==> src/rtl/gear_seq_pkg.sv <==
// Shared types and helpers for the gear switch sequencer: channel FSM states,
// gear code legality tables and saturating statistics arithmetic.
package gear_seq_pkg;

    localparam int unsigned GEAR_W = 8;
    localparam int unsigned QCNT_W = 8;
    localparam int unsigned TCNT_W = 16;
    localparam int unsigned STAT_W = 16;

    localparam logic [GEAR_W-1:0] GEAR_NONE = 8'h00;

    typedef enum logic [1:0] {
        IDLE     = 2'd0,
        QUAL     = 2'd1,
        WAIT_BND = 2'd2,
        REQ      = 2'd3
    } chan_state_e;

    function automatic logic tx_gear_legal(input logic [GEAR_W-1:0] code);
        return ((code >= 8'h80) && (code <= 8'h94)) ||
               ((code >= 8'hC0) && (code <= 8'hC7)) ||
               (code == 8'hCA);
    endfunction

    function automatic logic rx_gear_legal(input logic [GEAR_W-1:0] code);
        return ((code >= 8'h42) && (code <= 8'h4F)) ||
               (code == 8'h51) || (code == 8'h52);
    endfunction

    // Add 0..2 to a statistics counter, sticking at all-ones.
    function automatic logic [STAT_W-1:0] sat_add(input logic [STAT_W-1:0] a,
                                                  input logic [1:0]        inc);
        logic [STAT_W:0] sum;
        sum = {1'b0, a} + (STAT_W+1)'(inc);
        return sum[STAT_W] ? {STAT_W{1'b1}} : sum[STAT_W-1:0];
    endfunction

endpackage

==> src/rtl/gear_chan_seq.sv <==
// One gear direction: input synchroniser, stability qualification, frame
// boundary alignment and cfg_req/cfg_ack handshake with ack timeout.
module gear_chan_seq
    import gear_seq_pkg::*;
#(
    parameter int unsigned STABLE_CYC  = 16,
    parameter int unsigned ACK_TIMEOUT = 1024,
    parameter bit          IS_TX       = 1'b1
) (
    input  logic              clk,
    input  logic              rst,
    input  logic [GEAR_W-1:0] gear_in,
    input  logic              frame_end,
    input  logic              cfg_ack,
    output logic              cfg_req,
    output logic [GEAR_W-1:0] gear_new,
    output logic [GEAR_W-1:0] gear_cur,
    output logic              done,
    output logic              err
);

    chan_state_e       state_q, state_d;
    logic [GEAR_W-1:0] sync_q1, sync_q2, cand_q;
    logic [QCNT_W-1:0] qual_cnt_q;
    logic [TCNT_W-1:0] to_cnt_q;

    logic              legal_c, ack_c, tout_c, qual_last_c;
    logic              req_d, done_d, err_d;
    logic [GEAR_W-1:0] cur_d, new_d;

    assign legal_c     = IS_TX ? tx_gear_legal(sync_q2) : rx_gear_legal(sync_q2);
    assign ack_c       = cfg_ack && cfg_req;
    assign tout_c      = (to_cnt_q == TCNT_W'(ACK_TIMEOUT - 1));
    assign qual_last_c = (qual_cnt_q == QCNT_W'(STABLE_CYC - 2));

    // State register
    always_ff @(posedge clk) begin
        if (rst) state_q <= IDLE;
        else     state_q <= state_d;
    end

    // Next-state logic; an input change outranks a coincident frame boundary
    always_comb begin
        state_d = state_q;
        unique case (state_q)
            IDLE:     if (legal_c && (sync_q2 != gear_cur)) state_d = QUAL;
            QUAL:     if (sync_q2 != cand_q)  state_d = IDLE;
                      else if (qual_last_c)   state_d = WAIT_BND;
            WAIT_BND: if (sync_q2 != cand_q)  state_d = IDLE;
                      else if (frame_end)     state_d = REQ;
            REQ:      if (ack_c || tout_c)    state_d = IDLE;
            default:  state_d = IDLE;
        endcase
    end

    // Output decode; ack beats a timeout on the terminal cycle
    always_comb begin
        req_d  = 1'b0;
        done_d = 1'b0;
        err_d  = 1'b0;
        cur_d  = gear_cur;
        new_d  = gear_new;
        if (state_d == REQ) req_d = 1'b1;
        if ((state_q == WAIT_BND) && (state_d == REQ)) new_d = cand_q;
        if ((state_q == REQ) && ack_c) begin
            done_d = 1'b1;
            cur_d  = gear_new;
        end else if ((state_q == REQ) && tout_c) begin
            err_d = 1'b1;
        end
    end

    // Synchroniser, counters and registered outputs
    always_ff @(posedge clk) begin
        if (rst) begin
            sync_q1    <= GEAR_NONE;
            sync_q2    <= GEAR_NONE;
            cand_q     <= GEAR_NONE;
            qual_cnt_q <= '0;
            to_cnt_q   <= '0;
            cfg_req    <= 1'b0;
            done       <= 1'b0;
            err        <= 1'b0;
            gear_cur   <= GEAR_NONE;
            gear_new   <= GEAR_NONE;
        end else begin
            sync_q1    <= gear_in;
            sync_q2    <= sync_q1;
            if (state_q == IDLE) cand_q <= sync_q2;
            qual_cnt_q <= (state_q == QUAL) ? qual_cnt_q + QCNT_W'(1) : '0;
            to_cnt_q   <= (state_q == REQ)  ? to_cnt_q + TCNT_W'(1)   : '0;
            cfg_req    <= req_d;
            done       <= done_d;
            err        <= err_d;
            gear_cur   <= cur_d;
            gear_new   <= new_d;
        end
    end

endmodule

==> src/rtl/gear_switch_seq.sv <==
// Gear switch sequencer: independent tx/rx gear channels plus optional
// switch/error statistics (enabled with GEAR_SEQ_STATS_EN).
module gear_switch_seq
    import gear_seq_pkg::*;
#(
    parameter int unsigned STABLE_CYC  = 16,
    parameter int unsigned ACK_TIMEOUT = 1024
) (
    input  logic              clk,
    input  logic              rst,
    input  logic [GEAR_W-1:0] up_gear,
    input  logic [GEAR_W-1:0] down_gear,
    input  logic              tx_frame_end,
    input  logic              rx_frame_end,
    input  logic              tx_cfg_ack,
    input  logic              rx_cfg_ack,
    output logic              tx_cfg_req,
    output logic              rx_cfg_req,
    output logic [GEAR_W-1:0] tx_gear_new,
    output logic [GEAR_W-1:0] rx_gear_new,
    output logic [GEAR_W-1:0] tx_gear_cur,
    output logic [GEAR_W-1:0] rx_gear_cur,
    output logic              tx_done,
    output logic              rx_done,
    output logic              tx_err,
    output logic              rx_err,
    output logic [STAT_W-1:0] tx_sw_cnt,
    output logic [STAT_W-1:0] rx_sw_cnt,
    output logic [STAT_W-1:0] err_cnt
);

    gear_chan_seq #(
        .STABLE_CYC (STABLE_CYC),
        .ACK_TIMEOUT(ACK_TIMEOUT),
        .IS_TX      (1'b1)
    ) u_tx (
        .clk      (clk),
        .rst      (rst),
        .gear_in  (up_gear),
        .frame_end(tx_frame_end),
        .cfg_ack  (tx_cfg_ack),
        .cfg_req  (tx_cfg_req),
        .gear_new (tx_gear_new),
        .gear_cur (tx_gear_cur),
        .done     (tx_done),
        .err      (tx_err)
    );

    gear_chan_seq #(
        .STABLE_CYC (STABLE_CYC),
        .ACK_TIMEOUT(ACK_TIMEOUT),
        .IS_TX      (1'b0)
    ) u_rx (
        .clk      (clk),
        .rst      (rst),
        .gear_in  (down_gear),
        .frame_end(rx_frame_end),
        .cfg_ack  (rx_cfg_ack),
        .cfg_req  (rx_cfg_req),
        .gear_new (rx_gear_new),
        .gear_cur (rx_gear_cur),
        .done     (rx_done),
        .err      (rx_err)
    );

`ifdef GEAR_SEQ_STATS_EN
    // Saturating counters; a dual error in one cycle counts twice
    always_ff @(posedge clk) begin
        if (rst) begin
            tx_sw_cnt <= '0;
            rx_sw_cnt <= '0;
            err_cnt   <= '0;
        end else begin
            tx_sw_cnt <= sat_add(tx_sw_cnt, {1'b0, tx_done});
            rx_sw_cnt <= sat_add(rx_sw_cnt, {1'b0, rx_done});
            err_cnt   <= sat_add(err_cnt, 2'(tx_err) + 2'(rx_err));
        end
    end
`else
    assign tx_sw_cnt = '0;
    assign rx_sw_cnt = '0;
    assign err_cnt   = '0;
`endif

endmodule

==> config.mk <==
export PLATFORM = sky130hd
export DESIGN_NAME = gear_switch_seq
export DESIGN_NICKNAME = d
export VERILOG_FILES = /design/src/rtl/gear_seq_pkg.sv /design/src/rtl/gear_chan_seq.sv /design/src/rtl/gear_switch_seq.sv
export SDC_FILE = /design/constraint.sdc
export NUM_CORES = 1
export LEC_CHECK = 0
export CAP_MARGIN = 5
export CELL_PAD_IN_SITES_DETAIL_PLACEMENT = 0
export CELL_PAD_IN_SITES_GLOBAL_PLACEMENT = 1
export CORE_AREA = 3 3 132 134
export CTS_CLUSTER_DIAMETER = 150
export CTS_CLUSTER_SIZE = 30
export DETAILED_ROUTE_END_ITERATION = 12
export DIE_AREA = 0 0 135 137
export GPL_TIMING_DRIVEN = 0
export PLACE_DENSITY_LB_ADDON = 0.2
export RECOVER_POWER = 25
export SLEW_MARGIN = 20
export SYNTH_ARGS = -nofsm -noshare
export SYNTH_HDL_FRONTEND = slang
export SYNTH_HIERARCHICAL = 1
export SYNTH_SLANG_ARGS = --single-unit
==> constraint.sdc <==
create_clock -name clk -period 1.65 [get_ports clk]
set_clock_uncertainty 0.1 [all_clocks]
set_input_delay 0.2475 -clock clk [delete_from_list [all_inputs] [get_ports clk]]
set_output_delay 0.2475 -clock clk [all_outputs]
set_load 0.03 [all_outputs]
# ---- Word-level counts from Yosys, hierarchy flattened
# Cells that the tools add are included.
dict set report totals {
  regBits 138
  inputBits 22
  out_inout_bits 86
  elab_cells 102
}
dict set report op_classes {
  n_addsub 4
  n_lt_le_gt_ge 6
  n_eq_ne 19
  mux 20
  bitwise 4
  reduce_logical 27
}
# cell n
set ops {}
lappend ops {{16-bit by 1-bit adder with 16-bit output (second input constant)} 2}
lappend ops {{16-bit by 10-bit == test with 1-bit output (second input constant)} 2}
lappend ops {{8-bit != test} 4}
lappend ops {{2-bit two-way mux} 12}
lappend ops {{8-bit by 1-bit adder with 8-bit output (second input constant)} 2}
lappend ops {{8-bit by 4-bit == test with 1-bit output (second input constant)} 2}
lappend ops {{8-bit by 7-bit == test with 1-bit output (second input constant)} 2}
lappend ops {{8-bit greater-or-equal comparator (second input constant)} 2}
lappend ops {{8-bit <= comparator (second input constant)} 2}
lappend ops {{2-bit case mux with 4 select lines} 2}
lappend ops {{1-bit logical AND} 13}
lappend ops {{2-bit == test (second input constant)} 6}
lappend ops {{2-bit OR reduction} 6}
lappend ops {{8-bit == test (second input constant)} 1}
lappend ops {{8-bit by 7-bit greater-or-equal comparator with 1-bit output (second input constant)} 1}
lappend ops {{8-bit by 7-bit <= comparator with 1-bit output (second input constant)} 1}
lappend ops {{1-bit logical OR} 6}
lappend ops {{1-bit two-way mux} 6}
lappend ops {{2-bit by 1-bit == test with 1-bit output (second input constant)} 2}
lappend ops {{2-bit zero test} 2}
lappend ops {{1-bit NOT} 4}

# ---- Depth between registers and ports, before layout
dict set report depth {
  ltp_word 9
  ltp_mapped 6
  ltp_nobuf 6
}

# ---- Modules after synthesis
# Netlist, hierarchy kept.
# mod n_inst cells_per_inst area_each_um2 seq_area_each_um2
set modules_own_cells {}
lappend modules_own_cells {{gear_chan_seq (u_rx)} 1 294 2771.4 1381.3}
lappend modules_own_cells {{gear_chan_seq (u_tx)} 1 275 2683.8 1381.3}
lappend modules_own_cells {gear_switch_seq 1 49 364.1 0.0}

# ---- Worst setup path before layout
# No wires, ideal clock.
dict set report synth_path {
  kind {register to register}
  from {reg u_tx.sync_q2[2]}
  to {reg u_tx.state_q[0]}
  setup_ps 86
  arrival_ps 1444
  required_time_ps 1464
  slack_ps 21
  path_stages_with_launch 6
  n_path_buf 0
  synth_period_minus_slack_ps 1629
  cell_sequence {dfxtp_1 xor2_1 nor4_4 nand2_1 o31a_1 a211oi_1}
}
dict set report synth_via {
  elab_chain_len 7
  elab_cells_between_ends 16
  cone_classes {4 x order compare; 3 x eq/ne; 4 x mux; 5 x reduce/logical}
}
# item line
set synth_lines {}
lappend synth_lines {{start, declared} gear_chan_seq.sv:23} ;# logic [GEAR_W-1:0] sync_q1, sync_q2, cand_q;
lappend synth_lines {{start signal, assigned} gear_chan_seq.sv:88} ;# sync_q2 <= sync_q1;
lappend synth_lines {{8-bit greater-or-equal comparator (tied with other cells)} gear_seq_pkg.sv:20} ;# return ((code >= 8'h80) && (code <= 8'h94)) ||
lappend synth_lines {{1-bit logical AND (on tied branches)} {gear_seq_pkg.sv:20, gear_seq_pkg.sv:21}}
lappend synth_lines {{1-bit logical OR} gear_seq_pkg.sv:20}
lappend synth_lines {{1-bit logical OR} gear_seq_pkg.sv:21} ;# ((code >= 8'hC0) && (code <= 8'hC7)) ||
lappend synth_lines {{1-bit logical AND} gear_chan_seq.sv:46} ;# IDLE: if (legal_c && (sync_q2 != gear_cur)) state_d = QUAL;
lappend synth_lines {{2-bit two-way mux} gear_chan_seq.sv:46}
lappend synth_lines {{2-bit case mux with 4 select lines (*)} gear_chan_seq.sv:45} ;# unique case (state_q)
lappend synth_lines {{end signal, assigned} gear_chan_seq.sv:39} ;# else state_q <= state_d;
lappend synth_lines {{end, declared} gear_chan_seq.sv:22} ;# chan_state_e state_q, state_d;
# Mark *: on every way between the ends. The rest lies on a longest branch, timed or not.
# A chain may end at the register's enable or synchronous reset.

# ---- Worst setup path in the final report
dict set report layout_path {
  from {reg u_tx.to_cnt_q[0]}
  to {reg u_tx.state_q[0]}
}
dict set report layout_via {
  elab_chain_len 4
}
# item line
set layout_lines {}
lappend layout_lines {{start, declared} gear_chan_seq.sv:25} ;# logic [TCNT_W-1:0] to_cnt_q;
lappend layout_lines {{start signal, assigned} gear_chan_seq.sv:91} ;# to_cnt_q <= (state_q == REQ) ? to_cnt_q + TCNT_W'(1) : '0;
lappend layout_lines {{16-bit by 10-bit == test with 1-bit output} gear_chan_seq.sv:33} ;# assign tout_c = (to_cnt_q == TCNT_W'(ACK_TIMEOUT - 1));
lappend layout_lines {{1-bit logical OR} gear_chan_seq.sv:51} ;# REQ: if (ack_c || tout_c) state_d = IDLE;
lappend layout_lines {{2-bit two-way mux} gear_chan_seq.sv:51}
lappend layout_lines {{2-bit case mux with 4 select lines} gear_chan_seq.sv:45}
# Every way passes these cells.

==> metrics.cfg <==
[floorplan]
dieArea_um2 = 18500
coreArea_um2 = 16400
die_w_um = 135
start_util_pct = 35.5
num_rows = 47
die_y_um = 137
ios = 108

[synth]
syn-instance-count = 618
ys_ff_latch = 138
ys_warn_count = 6
avgSynthCellArea_um2 = 9.42
synth.distinct_cells = 53
synth_area_um2 = 5820
seq_area_frac_synth_pct = 47.5
yosysTopAreaCellShare_pct = 47.5
ys_top_cells_by_area = dfxtp_1 47%, buf_4 6.2%, xor2_1 5.0%, xnor2_1 4.7%, nor2b_1 3.8%
yosys_most_used_dff = dfxtp_1
synthArstFlopShare_pct = 0
synth_largest_area_cell = dfxtp_1
synth_edf_count = 0

[grt]
grt_pass1_vias = 4329
grt_max_degree = 17
grt_pass1_wl_um = 20800
gr-total-overflow = 0
grt_usage_pct = 14.2
antenna_found_initial = 0

[run_status]
violations = setup timing
outcome = finished, violations left

[worst_setup_path]
start_kind = register
crit_path_max_fanout = 4
startpoint = u_tx/to_cnt_q[0]
timing.rr.start = u_tx/to_cnt_q[0]
path_class = reg2reg
arrival_ns = 1.89
cp.required_ns = 1.83
end_kind = register

[pwr]
pwr_density_cell_nw_per_um2 = 1100
leakage_nw = 3.19
power_mw = 8.52
max-vdd-ir-drop_uv = 725

[route]
dr_wl_met2_um = 6490
wire_per_inst_um = 13.1
route.detailed.drc = 0
vias_per_cell = 4.60
route.met3.wl_um = 490
ant_nets = 0
highest_layer = met4
m1WireLength_um = 5770
first_pass_iters = 4
routed-via-count = 4551
initialDrtViolationCount = 224
wirelength_um = 12900

[finish]
layout-drive-gt1-share_pct = 19.4
fillers = 1603
design_area_um2 = 7740
syn2layout_area_growth_pct = 33.1
multi_input_area_um2 = 2840
postLayoutCoreUtil_pct = 47.2
area.sequential_um2 = 2790
fin_nets = 784
n_antenna_cell = 0

[clock_network]
cts_tree = done
cts_max_path_buffers = 2
clockRootBuffer = clkbuf_16
path_clk_slew_ns = 0.06
numClockSinks = 138
clkLatencyLatePin_ns = 0.42
cts_made_buffers = 17
htree_levels = 4

[placement]
place_area_um2 = 6860
dpl.hpwl_um = 9080
place_congestion = 0.785
numPortBuffers = 59

[timing]
rsz0062_at_grt = true
fin_crit_sh_pct = 103
hold_slack_ns = 0.220
maxSlewViolCount = 0
hold_viol_final = 0
setup_viol = 18
relSlewSlack_pct = 57.6
worstMarginPinSlew_ns = 0.634
finalCriticalPeriod_ns = 1.71
fin_ws_ns = -0.0577
fmax_mhz = 586

[worst_hold_path]
min_from = rst
hold_class = in2reg

[flow_run]
maxCapViolCount = 0

[worst max-delay path, stage by stage, from the launching register on]
cell	delay, ns
dfxtp_2	0.33
ha_2	0.18
and3_1	0.25
nand4_1	0.16
o2111ai_2	0.25
o31a_1	0.24
a211oi_2	0.08
[path summary, 6_finish.rpt]
check | to | slack (ns) | cells after the start
worst max-delay path | u_tx/state_q[0] | -0.06 | 6
worst min register to register | u_tx/to_cnt_q[0] | 0.31 | 1
worst min-delay path | u_tx/sync_q2[0] | 0.22 | 3
worst max register to register | u_tx/state_q[0] | -0.06 | 6
[sequential cells by signal (all words and copies together), names as in the netlist, 2 cells and up]
name,count
u_tx/sync_q1,8
u_rx/gear_cur,8
u_tx/sync_q2,8
u_rx/qual_cnt_q,8
u_tx/cand_q,8
u_tx/gear_cur,8
u_tx/qual_cnt_q,8
u_rx/sync_q1,8
u_tx/to_cnt_q,16
u_rx/sync_q2,8
u_rx/to_cnt_q,16
u_rx/cand_q,8
u_rx/state_q,2
u_tx/state_q,2
u_tx/gear_new,8
u_rx/gear_new,8
[cells in the mapped netlist (3+ instances only)]
cell type  number
nor4_1          6
buf_1           3
o21ai_0         7
or2_2           5
nor2b_1        35
xor2_1         33
inv_1           7
nand3_1        13
nand4_1        26
o31ai_1         9
a21oi_1        35
ha_1            6
or3_1           5
nand2_1        52
and3_1          4
and4_1          5
nor3_1          6
nor2_1         58
buf_4          48
and2_1          6
mux2i_1         8
xnor2_1        31
clkbuf_1       13
a22o_1         16
and3_2          3
dfxtp_1       138
a31oi_1         3
buf_2           6
[kinds of logic after synthesis]
family          after synthesis  synth area share (%)
simple gates                241                  22.6
xor+xnor                     64                  9.63
compound gates               83                  9.40
flops                       138                  47.5
other cells                   1                0.0644
buf+inv                      77                  8.19
mux                           8                  1.38
fa+ha+maj                     6                  1.29
[cell usage in the layout (no fill, tap or decap), types with 5 or more instances in the layout]
master / count
nand4_1: 26
xnor2_1: 31
mux2i_1: 8
o21ai_0: 7
clkbuf_1: 15
dfxtp_2: 14
a22o_1: 16
conb_1: 48
and4_1: 5
buf_4: 62
or2_2: 5
dlygate4sd2_1: 37
or3_1: 5
inv_1: 7
nand3_1: 13
nor2_1: 57
a21oi_1: 35
and2_1: 6
clkdlybuf4s50_1: 19
o31ai_1: 9
nor3_1: 6
xor2_1: 32
bufinv_16: 7
nor2b_1: 35
nand2_1: 52
nor4_1: 5
dfxtp_1: 121
clkbuf_16: 17
[metrics by stage]
| stage | worst slack (ns) | TNS (ns) | std cells |
|---|---|---|---|
| 5_1_grt | -0.187 | -3.90 | 989 |
| 6_report | -0.0577 | -0.626 | 989 |
| 2_1_floorplan | 0.0205 | 0 | 665 |
| 4_1_cts | -0.0638 | -0.363 | 989 |
| 3_5_place_dp | -0.843 | -40.31 | 944 |
| 3_3_place_gp | -0.804 | -38.13 | 944 |
[where the power goes]
part           total (mW)  switching [mW]  internal (mW)
sequential           3.43          0.0442           3.38
combinational       0.611           0.353          0.258
clock                4.48            1.41           3.07
total                8.52            1.81           6.71
[per-layer routing]
metal / vias to the layer above / track usage [%]
met2: 79 / 24.0
met4: 0 / 5.66
met5: - / 0
li1: 2310 / -
met3: 19 / 4.89
met1: 2143 / 16.5
[layout make-up]
cell class	count	area share (%)
repair buffers	74	8.56
clock buffers	21	5.95
plain buffers	67	5.74
flip-flops and latches	138	36.0
clock inverters	11	3.10
multi-input cells	451	36.7
inverters	7	0.339
well taps	220	3.55
[repair_timing]
action | in CTS | in global routing
gates resized for setup | 62 | 23
hold buffers | 0 | 0
setup buffers | 14 | 1
gates cloned | 0 | 1
setup endpoints to repair | 85 | 43
pin swaps | 11 | 4
(Power assumes the default switching activity.)
